===== src/rtl/sigmoid_backward.sv =====
// Sigmoid backward pass: grad_out = grad_in * y*(1-y), Q3.5 in/out, Q0.8 y.
// One shared 16-bit shift-add accumulator runs the two 8-step multiplies.
module sigmoid_backward (
  input  logic       clk,
  input  logic       reset,
  input  logic       in_valid,
  output logic       in_ready,
  input  logic [7:0] y_in,
  input  logic [7:0] grad_in,
  output logic       out_valid,
  input  logic       out_ready,
  output logic [7:0] grad_out,
  output logic [7:0] deriv_out
);

  typedef enum logic [1:0] {
    IDLE,
    DERIV,
    SCALE,
    DONE
  } state_e;

  state_e      state_q, state_d;
  logic [7:0]  y_q, g_q, d8_q, gout_q;
  logic [15:0] acc_q, acc_d;
  logic [15:0] mcand;
  logic [2:0]  cnt_q;
  logic        mbit;
  logic        last;

  assign last = (cnt_q == 3'd7);

  // DERIV: y*(256-y); SCALE: sext(grad)*d8, exact modulo 2^16
  always_comb begin
    mcand = '0;
    mbit  = 1'b0;
    unique case (1'b1)
      (state_q == DERIV): begin
        mcand = {7'd0, 9'd256 - {1'b0, y_q}};
        mbit  = y_q[cnt_q];
      end
      (state_q == SCALE): begin
        mcand = {{8{g_q[7]}}, g_q};
        mbit  = d8_q[cnt_q];
      end
      default: ;
    endcase
    acc_d = mbit ? acc_q + (mcand << cnt_q) : acc_q;
  end

  always_ff @(posedge clk or negedge reset) begin
    if (!reset) state_q <= IDLE;
    else        state_q <= state_d;
  end

  always_comb begin
    state_d = state_q;
    case (state_q)
      IDLE:  if (in_valid)  state_d = DERIV;
      DERIV: if (last)      state_d = SCALE;
      SCALE: if (last)      state_d = DONE;
      DONE:  if (out_ready) state_d = IDLE;
      default:              state_d = IDLE;
    endcase
  end

  always_comb begin
    in_ready  = (state_q == IDLE);
    out_valid = (state_q == DONE);
  end

  always_ff @(posedge clk or negedge reset) begin
    if (!reset) begin
      y_q    <= '0;
      g_q    <= '0;
      d8_q   <= '0;
      gout_q <= '0;
      acc_q  <= '0;
      cnt_q  <= '0;
    end else begin
      case (state_q)
        IDLE: begin
          if (in_valid) begin
            y_q   <= y_in;
            g_q   <= grad_in;
            acc_q <= '0;
            cnt_q <= '0;
          end
        end
        DERIV: begin
          cnt_q <= cnt_q + 3'd1;
          if (last) begin
            d8_q  <= acc_d[15:8];
            acc_q <= '0;
          end else begin
            acc_q <= acc_d;
          end
        end
        SCALE: begin
          cnt_q <= cnt_q + 3'd1;
          acc_q <= acc_d;
          // >>> 8 of the Q3.13 product: taking the high byte floors
          if (last) gout_q <= acc_d[15:8];
        end
        default: ;
      endcase
    end
  end

  assign deriv_out = d8_q;
  assign grad_out  = gout_q;

endmodule

===== config.mk =====
export PLATFORM = sky130hd
export DESIGN_NAME = sigmoid_backward
export DESIGN_NICKNAME = d
export VERILOG_FILES = /design/src/rtl/sigmoid_backward.sv
export SDC_FILE = /design/constraint.sdc
export NUM_CORES = 1
export LEC_CHECK = 0
export ABC_CLOCK_PERIOD_IN_PS = 11400
export BUFFER_PORTS_ARGS = -buffer_cell sky130_fd_sc_hd__buf_2
export CORE_UTILIZATION = 53
export CTS_BUF_LIST = sky130_fd_sc_hd__clkbuf_4
export CTS_CLUSTER_DIAMETER = 100
export CTS_CLUSTER_SIZE = 16
export DETAILED_ROUTE_END_ITERATION = 10
export PLACE_DENSITY = 0.84
export SLEW_MARGIN = 10
export SYNTH_ARGS = -nofsm -noshare
export SYNTH_HDL_FRONTEND = slang
export SYNTH_SLANG_ARGS = --single-unit

===== constraint.sdc =====
create_clock -name clk -period 11.4 [get_ports clk]
set_clock_uncertainty 0.15 [all_clocks]
set_input_delay 1.71 -clock clk [delete_from_list [all_inputs] [get_ports clk]]
set_output_delay 1.71 -clock clk [all_outputs]
set_load 0.1 [all_outputs]

==> results.json, run 1 <==
{
  "yosys_warnings": 0,
  "setup.worst_path.start_class": "flip-flop",
  "final_layout_size_suffix_gt1_frac": 0.1850,
  "period_share": 0.4272,
  "area_growth_syn_to_layout_pct": 8.082,
  "hold_buffers": 0,
  "ys_ff_latch": 53,
  "cts_made_buffers": 5,
  "final_cell_mix": "53 x nand2_1, 53 x dfrtp_1, 37 x buf_2",
  "required_ns": 11.58,
  "num_vias": 3282,
  "ant_nets": 0,
  "crit_buf_inv": 1,
  "path_clk_slew_ns": 0.15,
  "start_util": 0.5529,
  "path_delay_family": "compound AO/OA/AOI/OAI gates",
  "gr-total-overflow": 0,
  "powerDensity_nw_per_um2": 253.8,
  "status": "finished clean",
  "cpMaxStageDelayCell": "ha_1",
  "via_per_inst": 6.275,
  "grt_pass1_vias": 3173,
  "dieWidth_um": 86.42,
  "io_pins": 38,
  "cts-resized-gates": 0,
  "fin_setup_tns_ns": 0,
  "cts_max_level": 2,
  "rrSetupSlack_ns": 6.53,
  "gp_congestion": 0.9466,
  "drv_cap": 0,
  "crit_top_cell": "ha_1",
  "cts_setup_buffers": 0,
  "synthArstFlopShare": 1.000,
  "cp_slowest_stage_delay_ns": 0.62,
  "cp_data_arrival_time_ns": 5.05,
  "routedWlPerCell_um": 17.18,
  "synth_area_um2": 3777,
  "drv_slew": 0,
  "worst_pin_slew_ns": 1.007,
  "rsz0062_at_grt": "false",
  "syn_area_per_cell_um2": 9.396,
  "die_h_um": 86.42,
  "clockBufferDepth": 2,
  "synth_edf_count": 0,
  "grt_pass1_wl_um": 15350,
  "dpl.hpwl_um": 6586,
  "worstSetupEndpointType": "flip-flop",
  "hold_viol_final": 0,
  "nets": 472,
  "drc": 0,
  "io_buffers": 37,
  "cts_root_buf": "clkbuf_4",
  "core_area_um2": 6832,
  "num_rows": 30,
  "max-vdd-ir-drop_v": 0.0001188,
  "p_leak_nw": 1.855,
  "critical_path_class": "flip-flop to flip-flop",
  "syn_inst": 402,
  "grt_antenna_before_repair": 0,
  "synthesis.nets": 448,
  "synthFlopType": "dfrtp_1",
  "n_antenna_cell": 0,
  "first_iter_violations": 350,
  "clock-sinks": 53,
  "fmax_mhz": 205.3,
  "setup_violations": 0,
  "wl_um": 8987,
  "dieArea_um2": 7468,
  "maxSlewHeadroom": 0.3239,
  "track_usage": 0.2616,
  "synth_sequential_area_ratio": 0.3511,
  "drtPass1Iterations": 7,
  "post-route-util": 0.5976,
  "hold_path.class": "flip-flop to flip-flop",
  "synth_cell_types": 57,
  "layout_min_cycle_time_ns": 4.870,
  "worstSkewPairLatency_ns": 0.38,
  "critPathMaxFanout": 19,
  "cts_tree": "done",
  "path_cells": "inv_1 > ha_1 > nor2b_1 > nand4b_1 > o21ai_0 > a21oi_1 > mux2_2 > o22ai_1 > ha_1 > a21o_1 > a31o_2 > a2111oi_0 > o31ai_1 > or4_1 > nand3_1",
  "grt_max_degree": 54
}
power breakdown:
part	internal, mW	leakage [nW]	switching (mW)
combinational	0.235	1.11	0.381
clock	0.0492	0.0459	0.0614
sequential	0.232	0.698	0.0780
total	0.516	1.86	0.520
routing by layer:
| metal | vias to the layer above | global-route usage | routed length (µm) |
|---|---|---|---|
| li1 | 1567 | - | - |
| met1 | 1556 | 0.3440 | 3887 |
| met2 | 142 | 0.4423 | 4282 |
| met3 | 17 | 0.04667 | 666 |
| met4 | 0 | 0.07727 | 151 |
| met5 | - | 0 | 0 |
final timing paths:
check                       startpoint      endpoint  depth (start not counted)
max                         state_q[1]   grad_out[7]                         15
min                        grad_out[3]   grad_out[3]                          2
max reg2reg                 state_q[1]   grad_out[7]                         15
min reg2reg                grad_out[3]   grad_out[3]                          2
max in group asynchronous        reset  deriv_out[3]                          2
min in group asynchronous        reset        y_q[6]                          2
registers in the layout, summed over array words and instances (netlist names):
name	cells
grad_out	8
y_q	8
cnt_q	3
g_q	8
deriv_out	8
acc_q	16
state_q	2
cells in the mapped netlist (2+ instances only):
master,count,area share
inv_1,14,0.014
o211ai_1,12,0.024
nor2_1,11,0.011
o22a_1,3,0.0070
clkbuf_1,14,0.014
or3_1,3,0.0050
nor3_1,5,0.0066
o22ai_1,11,0.018
xor2_1,4,0.0093
buf_2,4,0.0053
buf_1,2,0.0020
mux2_2,27,0.080
a31o_2,2,0.0046
nand2b_1,3,0.0050
nand3_1,8,0.011
nor2b_1,3,0.0050
ha_1,25,0.083
a22oi_1,3,0.0060
o21ai_0,31,0.041
a21oi_1,16,0.021
mux2i_1,8,0.021
o31ai_1,8,0.016
a211oi_1,2,0.0040
o2111ai_1,3,0.0070
or4_1,4,0.0079
nand4_1,9,0.015
a32o_1,4,0.011
dfrtp_1,53,0.35
nand2_1,53,0.053
xnor2_1,9,0.021
a2111oi_0,2,0.0046
mux4_2,2,0.012
and2_1,3,0.0050
a21o_1,8,0.016
a22o_1,4,0.0093
o21a_1,5,0.0099
and3_1,2,0.0033
o31a_1,3,0.0070
metrics by stage:
step	power, mW	instance area, µm²	hold WS, ns	worst slack [ns]	instances
6_report	1.036	4083	0.3438	6.530	523
4_1_cts	1.024	4083	0.3498	6.665	523
3_5_place_dp	0.9090	3999	0.3154	6.712	515
2_1_floorplan	0.7830	3777	0.3063	7.195	402
3_3_place_gp	0.8859	3999	0.3092	6.866	515
5_1_grt	1.107	4083	0.3819	6.243	523
tightest hold or removal path, cell delays in order (launching register included):
cell	delay, ns
dfrtp_1	0.37
nand2_1	0.04
o21ai_0	0.06
cell families (layout without fill, tap and decap cells):
logic type,Yosys count,count (layout),synth area share
buf+inv,36,61,0.03909
flops,53,53,0.3511
mux,38,38,0.1206
simple gates,108,108,0.1391
fa+ha+maj,26,26,0.08811
xor+xnor,13,13,0.03014
compound gates,128,128,0.2319
area by class of cell:
cell class | count | area [µm²]
clock inverters | 2 | 38.79
repair buffers | 38 | 192.7
fillers | 584 | 2749
inverters | 15 | 56.30
clock buffers | 6 | 45.04
well taps | 96 | 120.1
flip-flops and latches | 53 | 1326
multi-input cells | 313 | 2303
Power figures use the tool's default switching activity.
==> inputs of run 2 (changes only) <==
Settings changed: ABC_CLOCK_PERIOD_IN_PS 11400 to 4600.
Clock period 11.4 ns to 4.6 ns, I/O delays scaled along.
==> run 2 against run 1 <==
Worst setup slack lost 6.2 ns. Via count grew 1.3%. Die area is the same. Global-route usage grew 0.48 points. Routed wire length grew 2.1%. Non-clock buffer count grew 10. Highest routed layer unchanged.
==> results.json, run 2 (same netlist as run 1, synthesis figures left out) <==
{
  "io_pins": 38,
  "grt_max_degree": 54,
  "hold_path.class": "input pin to asynchronous set/reset pin",
  "drv_slew": 0,
  "largest_register": "acc_q",
  "setup.worst_path.start_class": "flip-flop",
  "max-vdd-ir-drop_v": 0.0002763,
  "first_iter_violations": 283,
  "n_antenna_cell": 0,
  "hold_buffers": 0,
  "track_usage": 0.2664,
  "drc": 0,
  "area_growth_syn_to_layout_pct": 10.00,
  "cts_tree": "done",
  "grt_antenna_before_repair": 0,
  "dpl.hpwl_um": 6809,
  "wl_um": 9178,
  "powerDensity_nw_per_um2": 629.3,
  "layout_min_cycle_time_ns": 4.303,
  "gp_congestion": 0.9333,
  "routedWlPerCell_um": 17.25,
  "worst_pin_slew_ns": 1.114,
  "rsz0062_at_grt": "false",
  "setup_violations": 0,
  "post-place-ws_ns": 0.3158,
  "clock-sinks": 53,
  "placed_cell_area_um2": 4074,
  "grt_pass1_wl_um": 15700,
  "drtPass1Iterations": 6,
  "dieWidth_um": 86.42,
  "critical_path_class": "flip-flop to flip-flop",
  "cts_root_buf": "clkbuf_4",
  "required_ns": 4.79,
  "ant_nets": 0,
  "gr-total-overflow": 0,
  "cts_setup_buffers": 0,
  "setup_slack_ns": 0.2966,
  "final_cell_mix": "53 x nand2_1, 53 x dfrtp_1, 37 x buf_2",
  "hold_viol_final": 0,
  "worstSetupStartpoint": "y_q[4]",
  "post-route-util": 0.6082,
  "critPathMaxFanout": 6,
  "maxSlewHeadroom": 0.2526,
  "largest_reg_flops": 16,
  "grt_pass1_vias": 3310,
  "cts-resized-gates": 0,
  "path_clk_slew_ns": 0.16,
  "design_area_um2": 4155,
  "fmax_mhz": 232.4,
  "worstSkewPairLatency_ns": 0.39,
  "timing.rr.start": "y_q[4]",
  "num_vias": 3325,
  "final_layout_size_suffix_gt1_frac": 0.2041,
  "io_buffers": 37,
  "core_area_um2": 6832,
  "cp_data_arrival_time_ns": 4.49,
  "dieArea_um2": 7468,
  "status": "finished clean",
  "num_rows": 30,
  "via_per_inst": 6.250,
  "nets": 482,
  "worstSetupEndpointType": "flip-flop",
  "start_util": 0.5529,
  "period_share": 0.9355,
  "fin_setup_tns_ns": 0,
  "drv_cap": 0,
  "cts_made_buffers": 5,
  "die_h_um": 86.42,
  "cts_max_level": 2,
  "clockBufferDepth": 2,
  "p_leak_nw": 1.900
}
-- run 2: changes by cell type in the layout (fill, tap and decap cells not counted), sizes merged --
cell,previous run,this run
clkbuf,6,5
inv,14,15
clkinv,2,1
buf,38,48
-- run 2: final cells by class --
cell class / count / area [µm²]
fill: 599 / 2676
multi-input combinational: 313 / 2308
sequential: 53 / 1326
timing repair buffer: 48 / 267.8
tap: 96 / 120.1
inverter: 15 / 56.30
clock inverter: 2 / 38.79
clock buffer: 5 / 37.54
-- run 2: final timing paths --
check                           cells past startpoint  slack, ns          end
max in group asynchronous                           2       3.58  grad_out[2]
worst min-delay path                                2       0.25       y_q[6]
worst max register to register                     14       0.30  grad_out[7]
worst max-delay path                               14       0.30  grad_out[7]
min in group clk                                    2       0.35  grad_out[1]
worst min register to register                      2       0.35  grad_out[1]
-- run 2: through the flow --
| step | cells | hold WS (ns) | power [mW] |
|---|---|---|---|
| floorplan | 402 | 0.2444 | 1.941 |
| detailed placement | 525 | 0.3159 | 2.303 |
| finish | 532 | 0.2489 | 2.615 |
| CTS | 532 | 0.2811 | 2.585 |
| global route | 532 | 0.2958 | 2.800 |
| global placement | 525 | 0.3119 | 2.250 |
-- run 2: report_power, final --
part,leakage [nW],switching [mW],internal (mW),total (mW)
logic,1.16,1.01,0.629,1.63
clock network,0.0417,0.159,0.114,0.273
registers,0.698,0.132,0.575,0.707
-- run 2: critical path: stages (launching register included) --
cell,delay [ns]
dfrtp_1,0.48
or3_1,0.35
or4_1,0.41
a32o_1,0.29
mux4_2,0.50
a21oi_1,0.16
a21oi_1,0.09
ha_1,0.33
a21o_1,0.19
a31o_2,0.22
a2111oi_0,0.29
buf_4,0.19
o31ai_2,0.10
or4_1,0.43
nand3_1,0.09
-- run 2: metal layers --
layer | global-route usage | wire, µm
met1 | 0.3504 | 4086
met5 | 0 | 0
met2 | 0.4517 | 4429
met4 | 0.08939 | 119
met3 | 0.03810 | 542
==> inputs of run 3 (changes only) <==
Settings changed: PLACE_DENSITY 0.84 to 0.82.
==> run 3 against run 2 <==
Cell count up 0.19%. Largest power group unchanged. Sequential power down 1%. Global-route usage down 0.85 points. Via count up 0.30%. Combinational power about the same. Cell area down 0.27%. Clock power down 14%. Total power down 1.9%. Count of clock-buffer cells in the layout unchanged. Worst setup slack worse by 0.031 ns.
==> results.json, run 3 (same netlist as run 1, synthesis figures left out) <==
{
  "status": "finished clean",
  "cts_tree": "done",
  "die_h_um": 86.42,
  "timing.rr.start": "y_q[4]",
  "comb_power_share": 0.635,
  "setup.worst_path.start_class": "flip-flop",
  "clockBufferDepth": 2,
  "final_cell_mix": "53 x nand2_1, 53 x dfrtp_1, 37 x buf_2",
  "path_clk_slew_ns": 0.18,
  "whs_ns": 0.2434,
  "grtUsageMet1": 0.3604,
  "first_iter_violations": 265,
  "maxSlewHeadroom": 0.3285,
  "p_leak_nw": 1.895,
  "worstSetupEndpointType": "flip-flop",
  "grt_pass1_wl_um": 15290,
  "drv_cap": 0,
  "design_area_um2": 4144,
  "gr-total-overflow": 0,
  "cp_data_arrival_time_ns": 4.52,
  "wl_um": 8999,
  "cts_made_buffers": 5,
  "num_rows": 30,
  "max-vdd-ir-drop_v": 0.0002622,
  "grt_pass1_vias": 3150,
  "worstSetupStartpoint": "y_q[4]",
  "p_seq_frac": 0.273,
  "switching_share": 0.5060,
  "gr-usage-met3": 0.02857,
  "final_layout_size_suffix_gt1_frac": 0.2059,
  "drv_slew": 0,
  "dieArea_um2": 7468,
  "rsz0062_at_grt": "false",
  "top_usage_layer": "met2",
  "powerDensity_nw_per_um2": 618.8,
  "grt_max_degree": 54,
  "num_vias": 3335,
  "track_usage": 0.2578,
  "critPathMaxFanout": 6,
  "post-route-util": 0.6066,
  "cts_max_level": 2,
  "p_switching_mw": 1.298,
  "n_antenna_cell": 0,
  "groute.layer.met2.usage": 0.4163,
  "io_pins": 38,
  "worstSkewPairLatency_ns": 0.40,
  "rrSetupSlack_ns": 0.27,
  "gp_congestion": 0.9694,
  "grt_antenna_before_repair": 0,
  "dpl.hpwl_um": 6693,
  "post-place-ws_ns": 0.2890,
  "largest_register": "acc_q",
  "crit_end": "acc_q[15]",
  "io_buffers": 37,
  "worst_pin_slew_ns": 1.001,
  "r2r-end": "acc_q[15]",
  "fmax_mhz": 230.7,
  "fin_setup_tns_ns": 0,
  "largest_reg_flops": 16,
  "setup_slack_ns": 0.2653,
  "area_growth_syn_to_layout_pct": 9.705,
  "hold_viol_final": 0,
  "period_share": 0.9423,
  "placed_cell_area_um2": 4074,
  "drtPass1Iterations": 4,
  "critical_path_class": "flip-flop to flip-flop",
  "ant_nets": 0,
  "p_int_mw": 1.267,
  "drc": 0,
  "cts_root_buf": "clkbuf_4",
  "layout_min_cycle_time_ns": 4.335,
  "start_util": 0.5529,
  "r2r_cells": 14,
  "pwr-share-clk": 0.091,
  "via_per_inst": 6.257,
  "clock-sinks": 53,
  "required_ns": 4.79,
  "routedWlPerCell_um": 16.88,
  "setup_violations": 0,
  "hold_path.class": "input pin to asynchronous set/reset pin",
  "dieWidth_um": 86.42,
  "nets": 482,
  "core_area_um2": 6832
}
run 3: cell types whose count changed in the layout (fill, tap and decap cells not counted), sizes merged:
cell	change
bufinv	-1
clkinv	+2
run 3: final cells by class:
class / count / area [µm²]
clock buffers: 5 / 37.54
clock inverters: 3 / 26.28
fillers: 592 / 2688
inverters: 15 / 56.30
multi-input cells: 313 / 2310
flip-flops and latches: 53 / 1326
well taps: 96 / 120.1
repair buffers: 48 / 267.8
run 3: metal layers:
| metal | wire, µm | vias to the layer above |
|---|---|---|
| met2 | 4188 | 120 |
| met4 | 181 | 0 |
| li1 | - | 1587 |
| met3 | 519 | 17 |
| met5 | 0 | - |
| met1 | 4109 | 1611 |
run 3: worst max-delay path, cell delays in order, from the launching register on:
cell       delay [ns]
dfrtp_1          0.48
or3_1            0.35
or4_1            0.41
a32o_1           0.29
mux4_2           0.50
nand2_1          0.08
o21ai_0          0.08
ha_1             0.37
o21ai_0          0.15
a21oi_1          0.33
a2111oi_2        0.12
buf_4            0.16
o31ai_1          0.50
o21ai_0          0.15
a2bb2oi_1        0.16
run 3: what timing repair did:
| item | 4_1_cts | 5_1_grt |
|---|---|---|
| hold buffers | 0 | 0 |
| resized for setup | 0 | 2 |
| buffers inserted | 0 | 0 |
| setup endpoints to repair | 0 | 3 |
run 3: per-stage QoR:
step | instances | power, mW
6_report | 533 | 2.564
5_1_grt | 533 | 2.753
4_1_cts | 533 | 2.542
3_5_place_dp | 525 | 2.304
3_3_place_gp | 525 | 2.253
2_1_floorplan | 402 | 1.941
run 3: power groups by stage:
stage	combinational [mW]	sequential [mW]	clock [mW]
2_1_floorplan	1.25	0.694	0
3_3_place_gp	1.55	0.700	0
3_5_place_dp	1.60	0.707	0
4_1_cts	1.61	0.698	0.238
5_1_grt	1.78	0.716	0.257
6_report	1.63	0.700	0.234
run 3: how the worst min path moves through the flow:
stage / start / to / slack [ns] / cells after the start
final: reset / y_q[3] / 0.24 / 2
after global routing: reset / y_q[6] / 0.28 / 2
after CTS: reset / grad_out[6] / 0.27 / 2
after detailed placement: grad_out[1] / grad_out[1] / 0.33 / 2
after global placement: grad_out[3] / grad_out[3] / 0.31 / 2
after floorplan: reset / acc_q[0] / 0.24 / 0
